--- src/rtl/stage_mem_if.sv ---
// Data-bus interface between the memory-access stage and the memory system.
// Single outstanding request; the master holds every request field stable
// until dbus_ack or dbus_err ends the transfer.
//   dbus_req   master->slave  request valid
//   dbus_we    master->slave  write enable
//   dbus_addr  master->slave  word address (bits [1:0] are 0)
//   dbus_wdata master->slave  lane-replicated store data
//   dbus_be    master->slave  byte enables
//   dbus_ack   slave->master  transfer complete, dbus_rdata valid this cycle
//   dbus_rdata slave->master  read data
//   dbus_err   slave->master  bus error, ends the transfer
interface stage_mem_if;
    logic        dbus_req;
    logic        dbus_we;
    logic [31:0] dbus_addr;
    logic [31:0] dbus_wdata;
    logic [3:0]  dbus_be;
    logic        dbus_ack;
    logic [31:0] dbus_rdata;
    logic        dbus_err;

    modport master (
        output dbus_req, dbus_we, dbus_addr, dbus_wdata, dbus_be,
        input  dbus_ack, dbus_rdata, dbus_err
    );

    modport slave (
        input  dbus_req, dbus_we, dbus_addr, dbus_wdata, dbus_be,
        output dbus_ack, dbus_rdata, dbus_err
    );
endinterface

--- src/rtl/stage_mem.sv ---
// Memory-access pipeline stage. Turns an execute-stage load/store into one
// data-bus transfer, stalls upstream while it is in flight, and reports the
// write-back value plus misaligned / access-fault exceptions.
// Ports:
//   clk, rstn           clock, synchronous active-low reset
//   me_valid            instruction present in MEM
//   me_mem_read/_write  load / store (both set: store)
//   me_func3_code       access width and signedness
//   me_alu_o            effective address or non-memory result
//   me_regs_data2       forwarded store data
//   me_stall            combinational hold for EX/MEM and upstream
//   me_wb_data          combinational write-back value
//   me_done             one-cycle pulse when the access finishes
//   me_exc, me_exc_cause, me_exc_tval   exception report, valid with me_done
//   bus                 data-bus master port
module stage_mem #(
    parameter int unsigned TIMEOUT = 16
) (
    input  logic        clk,
    input  logic        rstn,
    input  logic        me_valid,
    input  logic        me_mem_read,
    input  logic        me_mem_write,
    input  logic [2:0]  me_func3_code,
    input  logic [31:0] me_alu_o,
    input  logic [31:0] me_regs_data2,
    output logic        me_stall,
    output logic [31:0] me_wb_data,
    output logic        me_done,
    output logic        me_exc,
    output logic [3:0]  me_exc_cause,
    output logic [31:0] me_exc_tval,
    stage_mem_if.master bus
);

    localparam int unsigned CNT_W = $clog2(TIMEOUT);
    localparam logic [CNT_W-1:0] CNT_LAST = CNT_W'(TIMEOUT - 1);

    typedef enum logic [1:0] {IDLE, BUSY, DONE} state_t;

    state_t state_q, state_d;

    logic             req_q, req_d, we_q, we_d;
    logic [31:0]      addr_q, addr_d, wdata_q, wdata_d;
    logic [3:0]       be_q, be_d;
    logic             done_d, exc_d;
    logic [3:0]       cause_d;
    logic [31:0]      tval_d;
    logic [31:0]      load_q, load_d;
    logic [CNT_W-1:0] cnt_q, cnt_d;
    logic [31:0]      ea_q, ea_d;
    logic             st_q, st_d;
    logic [2:0]       f3_q, f3_d;

    logic        acc, is_store, illegal, misaligned, fault, timeout;
    logic [3:0]  fault_cause;
    logic [31:0] st_wdata, rd_shift, load_ext;
    logic [3:0]  st_be;

    // Request decode and exception classification for the incoming instruction
    always_comb begin
        acc      = me_valid & (me_mem_read | me_mem_write);
        is_store = me_mem_write;
        if (is_store) illegal = (me_func3_code >= 3'd3);
        else          illegal = (me_func3_code == 3'd3) || (me_func3_code[2:1] == 2'b11);
        case (me_func3_code[1:0])
            2'd1:    misaligned = me_alu_o[0];
            2'd2:    misaligned = |me_alu_o[1:0];
            default: misaligned = 1'b0;
        endcase
        fault = illegal | misaligned;
        // Illegal width takes precedence and is reported as an access fault
        if (illegal) fault_cause = is_store ? 4'd7 : 4'd5;
        else         fault_cause = is_store ? 4'd6 : 4'd4;
    end

    // Store lane replication and byte enables
    always_comb begin
        case (me_func3_code[1:0])
            2'd0: begin
                st_wdata = {4{me_regs_data2[7:0]}};
                st_be    = 4'(4'b0001 << me_alu_o[1:0]);
            end
            2'd1: begin
                st_wdata = {2{me_regs_data2[15:0]}};
                st_be    = 4'(4'b0011 << me_alu_o[1:0]);
            end
            default: begin
                st_wdata = me_regs_data2;
                st_be    = 4'b1111;
            end
        endcase
    end

    // Load alignment and sign/zero extension from the captured address/width
    always_comb begin
        rd_shift = bus.dbus_rdata >> {ea_q[1:0], 3'b000};
        case (f3_q)
            3'd0:    load_ext = {{24{rd_shift[7]}}, rd_shift[7:0]};
            3'd1:    load_ext = {{16{rd_shift[15]}}, rd_shift[15:0]};
            3'd4:    load_ext = {24'd0, rd_shift[7:0]};
            3'd5:    load_ext = {16'd0, rd_shift[15:0]};
            default: load_ext = rd_shift;
        endcase
    end

    assign timeout = (cnt_q == CNT_LAST);

    // FSM state register
    always_ff @(posedge clk) begin
        if (!rstn) state_q <= IDLE;
        else       state_q <= state_d;
    end

    // FSM next-state logic
    always_comb begin
        state_d = state_q;
        case (state_q)
            IDLE:    if (acc) state_d = fault ? DONE : BUSY;
            BUSY:    if (bus.dbus_err || bus.dbus_ack || timeout) state_d = DONE;
            DONE:    state_d = IDLE;
            default: state_d = IDLE;
        endcase
    end

    // FSM output logic: next values of all registered outputs and context
    always_comb begin
        req_d   = req_q;
        we_d    = we_q;
        addr_d  = addr_q;
        wdata_d = wdata_q;
        be_d    = be_q;
        done_d  = 1'b0;
        exc_d   = 1'b0;
        cause_d = me_exc_cause;
        tval_d  = me_exc_tval;
        load_d  = load_q;
        cnt_d   = cnt_q;
        ea_d    = ea_q;
        st_d    = st_q;
        f3_d    = f3_q;
        case (state_q)
            IDLE: begin
                if (acc) begin
                    ea_d = me_alu_o;
                    st_d = is_store;
                    f3_d = me_func3_code;
                    if (fault) begin
                        done_d  = 1'b1;
                        exc_d   = 1'b1;
                        cause_d = fault_cause;
                        tval_d  = me_alu_o;
                    end else begin
                        req_d   = 1'b1;
                        we_d    = is_store;
                        addr_d  = {me_alu_o[31:2], 2'b00};
                        wdata_d = st_wdata;
                        be_d    = st_be;
                        cnt_d   = '0;
                    end
                end
            end
            BUSY: begin
                // Error outranks ack; timeout only when neither arrived
                if (bus.dbus_err || (!bus.dbus_ack && timeout)) begin
                    req_d   = 1'b0;
                    done_d  = 1'b1;
                    exc_d   = 1'b1;
                    cause_d = st_q ? 4'd7 : 4'd5;
                    tval_d  = ea_q;
                end else if (bus.dbus_ack) begin
                    req_d  = 1'b0;
                    done_d = 1'b1;
                    if (!st_q) load_d = load_ext;
                end else begin
                    cnt_d = cnt_q + CNT_W'(1);
                end
            end
            default: ;
        endcase
    end

    // Registered outputs and access context
    always_ff @(posedge clk) begin
        if (!rstn) begin
            req_q        <= 1'b0;
            we_q         <= 1'b0;
            addr_q       <= '0;
            wdata_q      <= '0;
            be_q         <= '0;
            me_done      <= 1'b0;
            me_exc       <= 1'b0;
            me_exc_cause <= '0;
            me_exc_tval  <= '0;
            load_q       <= '0;
            cnt_q        <= '0;
            ea_q         <= '0;
            st_q         <= 1'b0;
            f3_q         <= '0;
        end else begin
            req_q        <= req_d;
            we_q         <= we_d;
            addr_q       <= addr_d;
            wdata_q      <= wdata_d;
            be_q         <= be_d;
            me_done      <= done_d;
            me_exc       <= exc_d;
            me_exc_cause <= cause_d;
            me_exc_tval  <= tval_d;
            load_q       <= load_d;
            cnt_q        <= cnt_d;
            ea_q         <= ea_d;
            st_q         <= st_d;
            f3_q         <= f3_d;
        end
    end

    assign bus.dbus_req   = req_q;
    assign bus.dbus_we    = we_q;
    assign bus.dbus_addr  = addr_q;
    assign bus.dbus_wdata = wdata_q;
    assign bus.dbus_be    = be_q;

    // Stall while a request is pending in IDLE or a transfer is in flight
    assign me_stall   = ((state_q == IDLE) && acc) || (state_q == BUSY);
    // Only a completed, fault-free load replaces the pass-through value
    assign me_wb_data = ((state_q == DONE) && !st_q && !me_exc) ? load_q : me_alu_o;

endmodule

--- src/flat_wrapper.sv ---
// flat-port wrapper written by rule: the top's interface ports become plain ports
module stage_mem_flat 
#(
    parameter int unsigned TIMEOUT = 16
)
  (clk, rstn, me_valid, me_mem_read, me_mem_write, me_func3_code, me_alu_o, me_regs_data2, me_stall, me_wb_data, me_done, me_exc, me_exc_cause, me_exc_tval, bus_dbus_req, bus_dbus_we, bus_dbus_addr, bus_dbus_wdata, bus_dbus_be, bus_dbus_ack, bus_dbus_rdata, bus_dbus_err);
  stage_mem_if bus_i ();
  input  logic clk;
  input  logic rstn;
  input  logic me_valid;
  input  logic me_mem_read;
  input  logic me_mem_write;
  input  logic [2:0] me_func3_code;
  input  logic [31:0] me_alu_o;
  input  logic [31:0] me_regs_data2;
  output logic me_stall;
  output logic [31:0] me_wb_data;
  output logic me_done;
  output logic me_exc;
  output logic [3:0] me_exc_cause;
  output logic [31:0] me_exc_tval;
  output wire logic [$bits(bus_i.dbus_req)-1:0] bus_dbus_req;
  output wire logic [$bits(bus_i.dbus_we)-1:0] bus_dbus_we;
  output wire logic [$bits(bus_i.dbus_addr)-1:0] bus_dbus_addr;
  output wire logic [$bits(bus_i.dbus_wdata)-1:0] bus_dbus_wdata;
  output wire logic [$bits(bus_i.dbus_be)-1:0] bus_dbus_be;
  input wire logic [$bits(bus_i.dbus_ack)-1:0] bus_dbus_ack;
  input wire logic [$bits(bus_i.dbus_rdata)-1:0] bus_dbus_rdata;
  input wire logic [$bits(bus_i.dbus_err)-1:0] bus_dbus_err;
  assign bus_dbus_req = bus_i.dbus_req;
  assign bus_dbus_we = bus_i.dbus_we;
  assign bus_dbus_addr = bus_i.dbus_addr;
  assign bus_dbus_wdata = bus_i.dbus_wdata;
  assign bus_dbus_be = bus_i.dbus_be;
  assign bus_i.dbus_ack = bus_dbus_ack;
  assign bus_i.dbus_rdata = bus_dbus_rdata;
  assign bus_i.dbus_err = bus_dbus_err;
  stage_mem #(.TIMEOUT(TIMEOUT)) u_core (.clk(clk), .rstn(rstn), .me_valid(me_valid), .me_mem_read(me_mem_read), .me_mem_write(me_mem_write), .me_func3_code(me_func3_code), .me_alu_o(me_alu_o), .me_regs_data2(me_regs_data2), .me_stall(me_stall), .me_wb_data(me_wb_data), .me_done(me_done), .me_exc(me_exc), .me_exc_cause(me_exc_cause), .me_exc_tval(me_exc_tval), .bus(bus_i));
endmodule
--- config.mk ---
export PLATFORM = sky130hd
export DESIGN_NAME = stage_mem_flat
export DESIGN_NICKNAME = d
export VERILOG_FILES = /design/src/rtl/stage_mem_if.sv /design/src/rtl/stage_mem.sv /design/src/flat_wrapper.sv
export SDC_FILE = /design/constraint.sdc
export NUM_CORES = 1
export LEC_CHECK = 0
export BUFFER_PORTS_ARGS = -buffer_cell sky130_fd_sc_hd__buf_2
export CAP_MARGIN = 20
export CORE_MARGIN = 3
export CORE_UTILIZATION = 50
export DETAILED_ROUTE_END_ITERATION = 10
export MAX_ROUTING_LAYER = met4
export PLACE_DENSITY = 0.87
export SLEW_MARGIN = 20
export SYNTH_ARGS = -nofsm -noshare
export SYNTH_HDL_FRONTEND = slang
export SYNTH_SLANG_ARGS = --single-unit
export TNS_END_PERCENT = 30
--- constraint.sdc ---
create_clock -name clk -period 2.7 [get_ports clk]
set_input_delay 0.27 -clock clk [delete_from_list [all_inputs] [get_ports clk]]
set_output_delay 0.27 -clock clk [all_outputs]
set_load 0.05 [all_outputs]
==> out/qor.csv, run 1 <==
metric,value,unit
status,"complete, no violations",
synthSimpleGateAreaFrac,0.168,
post-place-ws,0.187,ns
numCtsBuffers,17,
io_pins,247,
synth-edff-count,0,
vias,7903,
use_met3,0.0656,
die-area,18100,sq um
min_path_type,in2reg,
rsz0062_at_grt,false,
cts_buffer_depth,2,
htree_levels,4,
r2r_setup_slack,0.48,ns
synth_adder_area_share,0.00758,
start_util,0.516,
fin_crit_sh,0.923,
critPathRequiredTime,2.43,ns
clk_pin_slew,0.07,ns
timing.fmax,0.401,GHz
fin_tns_setup,0,ns
overflow,0,
drc_errors,0,
finalSetupViolations,0,
cts_hold_buf,0,
ys_ff_latch,179,
grt_usage,0.270,
finalHoldViolations,0,
netlist_area,8260,sq um
detail-route-antenna-nets,0,
fin_crit,2.49,ns
ctsResizeCount,0,
synth_top_family_by_area,compound AO/OA/AOI/OAI gates,
finalMaxSlewViolations,0,
viasPerCell,5.78,
timing.rr.start,u_core.state_q[1],
die_h,134,microns
final_design_area_no_fill,10200,sq um
vdd_ir_drop_max,0.000431,V
port_buffers,243,
worstSetupStartpoint,u_core.state_q[1],
synth-compound-area-share,0.222,
clock_sinks,179,
core.rowCount,46,
place.gp.congestion,0.870,
hpwlAfterDp,17.2,mm
grtUsageMet1,0.339,
crit_type,reg2out,
synth_top_area_frac,0.434,
yosysMostFrequentCell,dfxtp_1,
antenna_found_initial,2,
synth-xor-area-share,0.00212,
cp.arrival,2.22,ns
cts_tree,yes,
setup_slack,0.208,ns
ys_seq_area_frac,0.434,
syn_to_final_growth,23.2,%
post_drt_wl_per_cell,17.9,microns
firstDrtPassIters,6,
yosys-top-cells-count,"dfxtp_1, nand2_1, nand3_1",
synthTopCellsByArea,"dfxtp_1, nand2_1, o211a_1",
muxShareOfSynthArea,0.113,
r2r_cells,6,
power.density,687,nW/um^2
yosys.area.top_type,dfxtp_1,
postPlaceCellArea,9580,sq um
syn_avg_cell_area,8.78,sq um
die_x,134,microns
grt_util_met2,0.436,
worstSetupEndpointType,output pin,
timing.hold.ws,0.0979,ns
grt_pass1_wl,38.3,mm
max_cap_viol_count,0,
core_area,16000,sq um
r2r_end,u_core.me_exc_tval[25],
cp_max_fo,33,
busiest_layer,met2,
synthFlopType,dfxtp_1,
routed_wl,24.5,mm
layout.nets,1247,
root_buffer,clkbuf_16,
yosys_warnings,0,
skew,0.0115,ns
cp-endpoint,me_wb_data[17],
syn_inst,940,
first_iter_violations,768,
p_leak,5.24,nW
async_flop_share,0,
slew_headroom,0.388,
worstSetupStartpointType,flop,
clk_latency,0.43,ns
grt_pass1_vias,7249,
grt_max_degree,89,
cts_setup_buffers,0,
worstMarginPinSlew,0.916,ns
drive_above_1_share,0.296,
synth_cell_types,48,
[worst max-delay path: stages (launching register included)]
cell and delay (ns):
dfxtp_1 0.46, nor4b_4 0.23, buf_4 0.46, mux2_2 0.41
buf_2 0.22
[final cells by class]
cell class                 count  area (sq um)
clock inverter                15           165
clock buffer                  17           425
multi-input combinational    667          4270
sequential                   179          3580
inverter                       6          22.5
tap                          216           270
antenna                        2          5.00
fill                        1349          5830
timing repair buffer         265          1430
[metrics by stage]
| step | total power [mW] | utilization | instances |
|---|---|---|---|
| floorplan | 4.11 | - | 942 |
| global placement | 4.53 | 0.598 | 1333 |
| detailed placement | 4.56 | 0.598 | 1333 |
| CTS | 7.02 | 0.635 | 1365 |
| global route | 7.24 | 0.636 | 1367 |
| finish | 6.99 | 0.636 | 1367 |
[kinds of logic (layout without fill, tap and decap cells)]
group | count (synthesis) | after routing
adders and majority gates | 5 | 5
other | 1 | 5
DFF | 179 | 179
buffers and inverters | 96 | 303
muxes | 87 | 87
xor gates and xnor gates | 2 | 2
and+or+nand+nor | 312 | 312
AOI/OAI and AO/OA | 258 | 258
[cells in the final DEF (no fill, tap or decap), types with 5 or more instances in the layout]
master	instances
buf_2	242
inv_1	6
o221a_1	8
a21boi_0	46
o211ai_1	8
ha_1	5
nand3_1	92
a22o_1	8
o211a_1	60
mux2i_1	48
dfxtp_1	179
mux2_2	28
buf_4	19
mux2_1	10
nor2_1	19
a21oi_1	38
nand2_1	175
clkbuf_16	17
o21ai_0	82
[worst min path at each step]
stage / from / to / cells after the start
global route: me_alu_o[27] / u_core.bus.dbus_addr[27] / 3
finish: me_alu_o[15] / u_core.bus.dbus_addr[15] / 3
detailed placement: u_core.bus.dbus_addr[25] / u_core.bus.dbus_addr[25] / 2
global placement: u_core.bus.dbus_addr[28] / u_core.bus.dbus_addr[28] / 2
CTS: me_alu_o[11] / u_core.bus.dbus_addr[11] / 3
floorplan: me_regs_data2[0] / u_core.bus.dbus_wdata[0] / 2
[power by group]
group | switching, mW | leakage (nW) | internal (mW)
Sequential | 0.0999 | 1.46 | 2.81
Combinational | 1.15 | 3.50 | 0.453
Clock | 1.16 | 0.278 | 1.32
Total | 2.41 | 5.24 | 4.58
[sequential cells by signal, indices dropped and copies added, names as in the netlist, 2 cells and up]
name                   flops
u_core.ea_q               32
u_core.f3_q                3
u_core.me_exc_tval        32
u_core.me_exc_cause        3
u_core.state_q             2
u_core.load_q             32
u_core.bus.dbus_be         4
u_core.cnt_q               4
u_core.bus.dbus_wdata     32
u_core.bus.dbus_addr      30
[routing by layer]
metal | part of all wire | up-vias
met4 | 0.022 | 0
li1 | - | 3719
met1 | 0.41 | 3765
met5 | 0 | -
met2 | 0.47 | 369
met3 | 0.092 | 50
(Power assumes the default switching activity.)
==> run 2, diff against run 1 <==
ABC_AREA = 1   (was default)
CORE_UTILIZATION = 47   (was 50)
PLACE_DENSITY = 0.85   (was 0.87)
clock period = 2.2 ns   (was 2.7 ns; I/O delays follow)
==> run 2 against run 1 <==
Effect of this change: global-route usage shrank 0.73 points; cell count rose by 22%; critical path depth rose by 1; largest power group unchanged; highest routed layer unchanged; hold slack lost 0.027 ns; critical path type unchanged; first-iteration DRC count increased by 14%; clock power increased by 38%; wire length up 7.4%; die area rose by 9.1%; synthesized area up 2.9%; sequential power up 23%.
==> out/qor.csv, run 2 <==
metric,value,unit
status,"complete, no violations",
yosys_warnings,0,
fin_tns_setup,0,ns
start_util,0.486,
finalMaxSlewViolations,0,
die-area,19700,sq um
layout_commonest_cell,nand2_1,
worstSetupEndpointType,output pin,
root_buffer,clkbuf_16,
combPwrFrac,0.245,
internal_power,6.13,mW
grt_usage,0.263,
crit_type,reg2out,
setup_slack,0.0854,ns
whs_path_depth,3,
die_h,140,microns
final_util,0.599,
seq_power_share,0.385,
p_switching,3.14,mW
final_cell_mix,"nand2_1, buf_2, dfxtp_1",
synth-xor-area-share,0.00206,
drc_errors,0,
syn_inst,1231,
synth_top_area_frac,0.422,
routed_wl,26.3,mm
drive_above_1_share,0.231,
hp-start,me_alu_o[27],
fin_crit_sh,0.961,
first_iter_violations,879,
ys_ff_latch,179,
ys_seq_area_frac,0.422,
htree_levels,4,
timing.rr.start,u_core.ea_q[0],
core_area,17500,sq um
min_path_type,in2reg,
yosys-top-cells-count,"nand2_1, dfxtp_1, a21oi_1",
vias,8717,
grt_max_degree,97,
cp.arrival,1.89,ns
worstMarginPinSlew,0.576,ns
syn_to_final_growth,23.2,%
die_x,140,microns
netlist_area,8500,sq um
r2r_setup_slack,0.39,ns
overflow,0,
synthSimpleGateAreaFrac,0.238,
detail-route-antenna-nets,0,
synth_adder_area_share,0.00736,
place.gp.congestion,0.940,
slew_headroom,0.615,
skew,0.0111,ns
worstSetupStartpointType,flop,
firstDrtPassIters,5,
async_flop_share,0,
worstHoldEndpoint,u_core.bus.dbus_addr[27],
finalSetupViolations,0,
grt_pass1_vias,7819,
antenna_found_initial,2,
grt_pass1_wl,40.7,mm
synth_cell_types,29,
synth-edff-count,0,
p_total,9.28,mW
yosys.area.top_type,dfxtp_1,
port_buffers,243,
p_leak,4.87,nW
synth-compound-area-share,0.210,
core.rowCount,48,
muxShareOfSynthArea,0.0239,
cts_hold_buf,0,
timing.fmax,0.473,GHz
viasPerCell,5.24,
io_pins,247,
layout.nets,1533,
clock_sinks,179,
numCtsBuffers,17,
switching_share,0.339,
synth_top_family_by_area,simple AND/OR/NAND/NOR gates,
vdd_ir_drop_max,0.000622,V
max_cap_viol_count,0,
syn_avg_cell_area,6.90,sq um
fin_crit,2.11,ns
post-place-ws,0.271,ns
cts_buffer_depth,2,
r2r_end,u_core.load_q[25],
cts_tree,yes,
finalHoldViolations,0,
critPathRequiredTime,1.98,ns
rsz0062_at_grt,false,
yosysMostFrequentCell,nand2_1,
n_fill_cell,1662,
r2r_cells,9,
cp_max_fo,22,
hpwlAfterDp,18.7,mm
p_clk_frac,0.369,
clk_pin_slew,0.07,ns
synthFlopType,dfxtp_1,
clk_latency,0.43,ns
post_drt_wl_per_cell,15.8,microns
cts_setup_buffers,0,
power.density,886,nW/um^2
synthTopCellsByArea,"dfxtp_1, nand2_1, a21oi_1",
[run 2: changes by cell type in the layout (fill, tap and decap cells not counted), moves of 33 or more]
cell	before	now
a21boi_0	46	0
a21oi_1	38	169
inv_1	6	93
mux2i_1	48	0
nand2_1	175	356
nand3_1	92	15
nand3b_1	1	34
nor2_1	19	67
o211a_1	60	0
o21ai_0	82	143
[run 2: area by class of cell]
class | instances | area, sq um | area share
Clock inverter | 13 | 219 | 0.0209
Tap cell | 225 | 282 | 0.0269
Antenna cell | 2 | 5.00 | 0.000478
Sequential cell | 179 | 3580 | 0.342
Multi-Input combinational cell | 861 | 4110 | 0.393
Clock buffer | 19 | 443 | 0.0423
Timing Repair Buffer | 261 | 1440 | 0.138
Inverter | 102 | 383 | 0.0366
[run 2: critical path, cell delays in order (launching register included)]
cell and delay (ns):
dfxtp_1 0.43, nor2_1 0.08, nand3_2 0.07, buf_4 0.28, mux2_2 0.39, buf_2 0.22
[run 2: cell families after synthesis]
logic type                 Yosys count
and+or+nand+nor                    487
xor gates and xnor gates             2
DFF                                179
AOI/OAI and AO/OA                  346
buffers and inverters              193
other                                1
adders and majority gates            5
muxes                               18
[run 2: worst max-delay path by stage]
stage,endpoint,cells after the start,from
final,me_wb_data[22],5,u_core.me_exc
after global routing,me_stall,5,u_core.state_q[1]
after CTS,me_wb_data[25],5,u_core.me_exc
after detailed placement,u_core.bus.dbus_we,10,me_func3_code[1]
after global placement,u_core.bus.dbus_addr[31],8,u_core.state_q[1]
after floorplan,me_wb_data[0],4,u_core.me_exc
[run 2: timing repair]
| action | in CTS | in global routing |
|---|---|---|
| endpoints found under the setup margin | 1 | 2 |
| resized for setup | 1 | 3 |
| pin swaps | 0 | 1 |
| hold endpoints to repair | 0 | 0 |
[run 2: through the flow]
step           cells  instance area, sq um  hold slack (ns)
2_1_floorplan   1233                  8510            0.363
3_3_place_gp    1628                  9790            0.432
3_5_place_dp    1628                  9790            0.438
4_1_cts         1660                 10500           0.0567
5_1_grt         1662                 10500           0.0733
6_report        1662                 10500           0.0709
[run 2: power by group through the flow]
stage,sequential (mW),clock (mW),combinational (mW)
after detailed placement,3.64,0,2.25
final,3.58,3.43,2.28
after CTS,3.57,3.46,2.26
after floorplan,4.13,0,1.17
after global placement,3.64,0,2.23
after global routing,3.60,3.58,2.46
[run 2: layer usage]
layer / global-route usage / vias up / wire, microns
li1: - / 4368 / -
met1: 0.357 / 3922 / 11800
met2: 0.390 / 362 / 11700
met3: 0.0447 / 65 / 1850
met4: 0.106 / 0 / 924
met5: - / - / 0
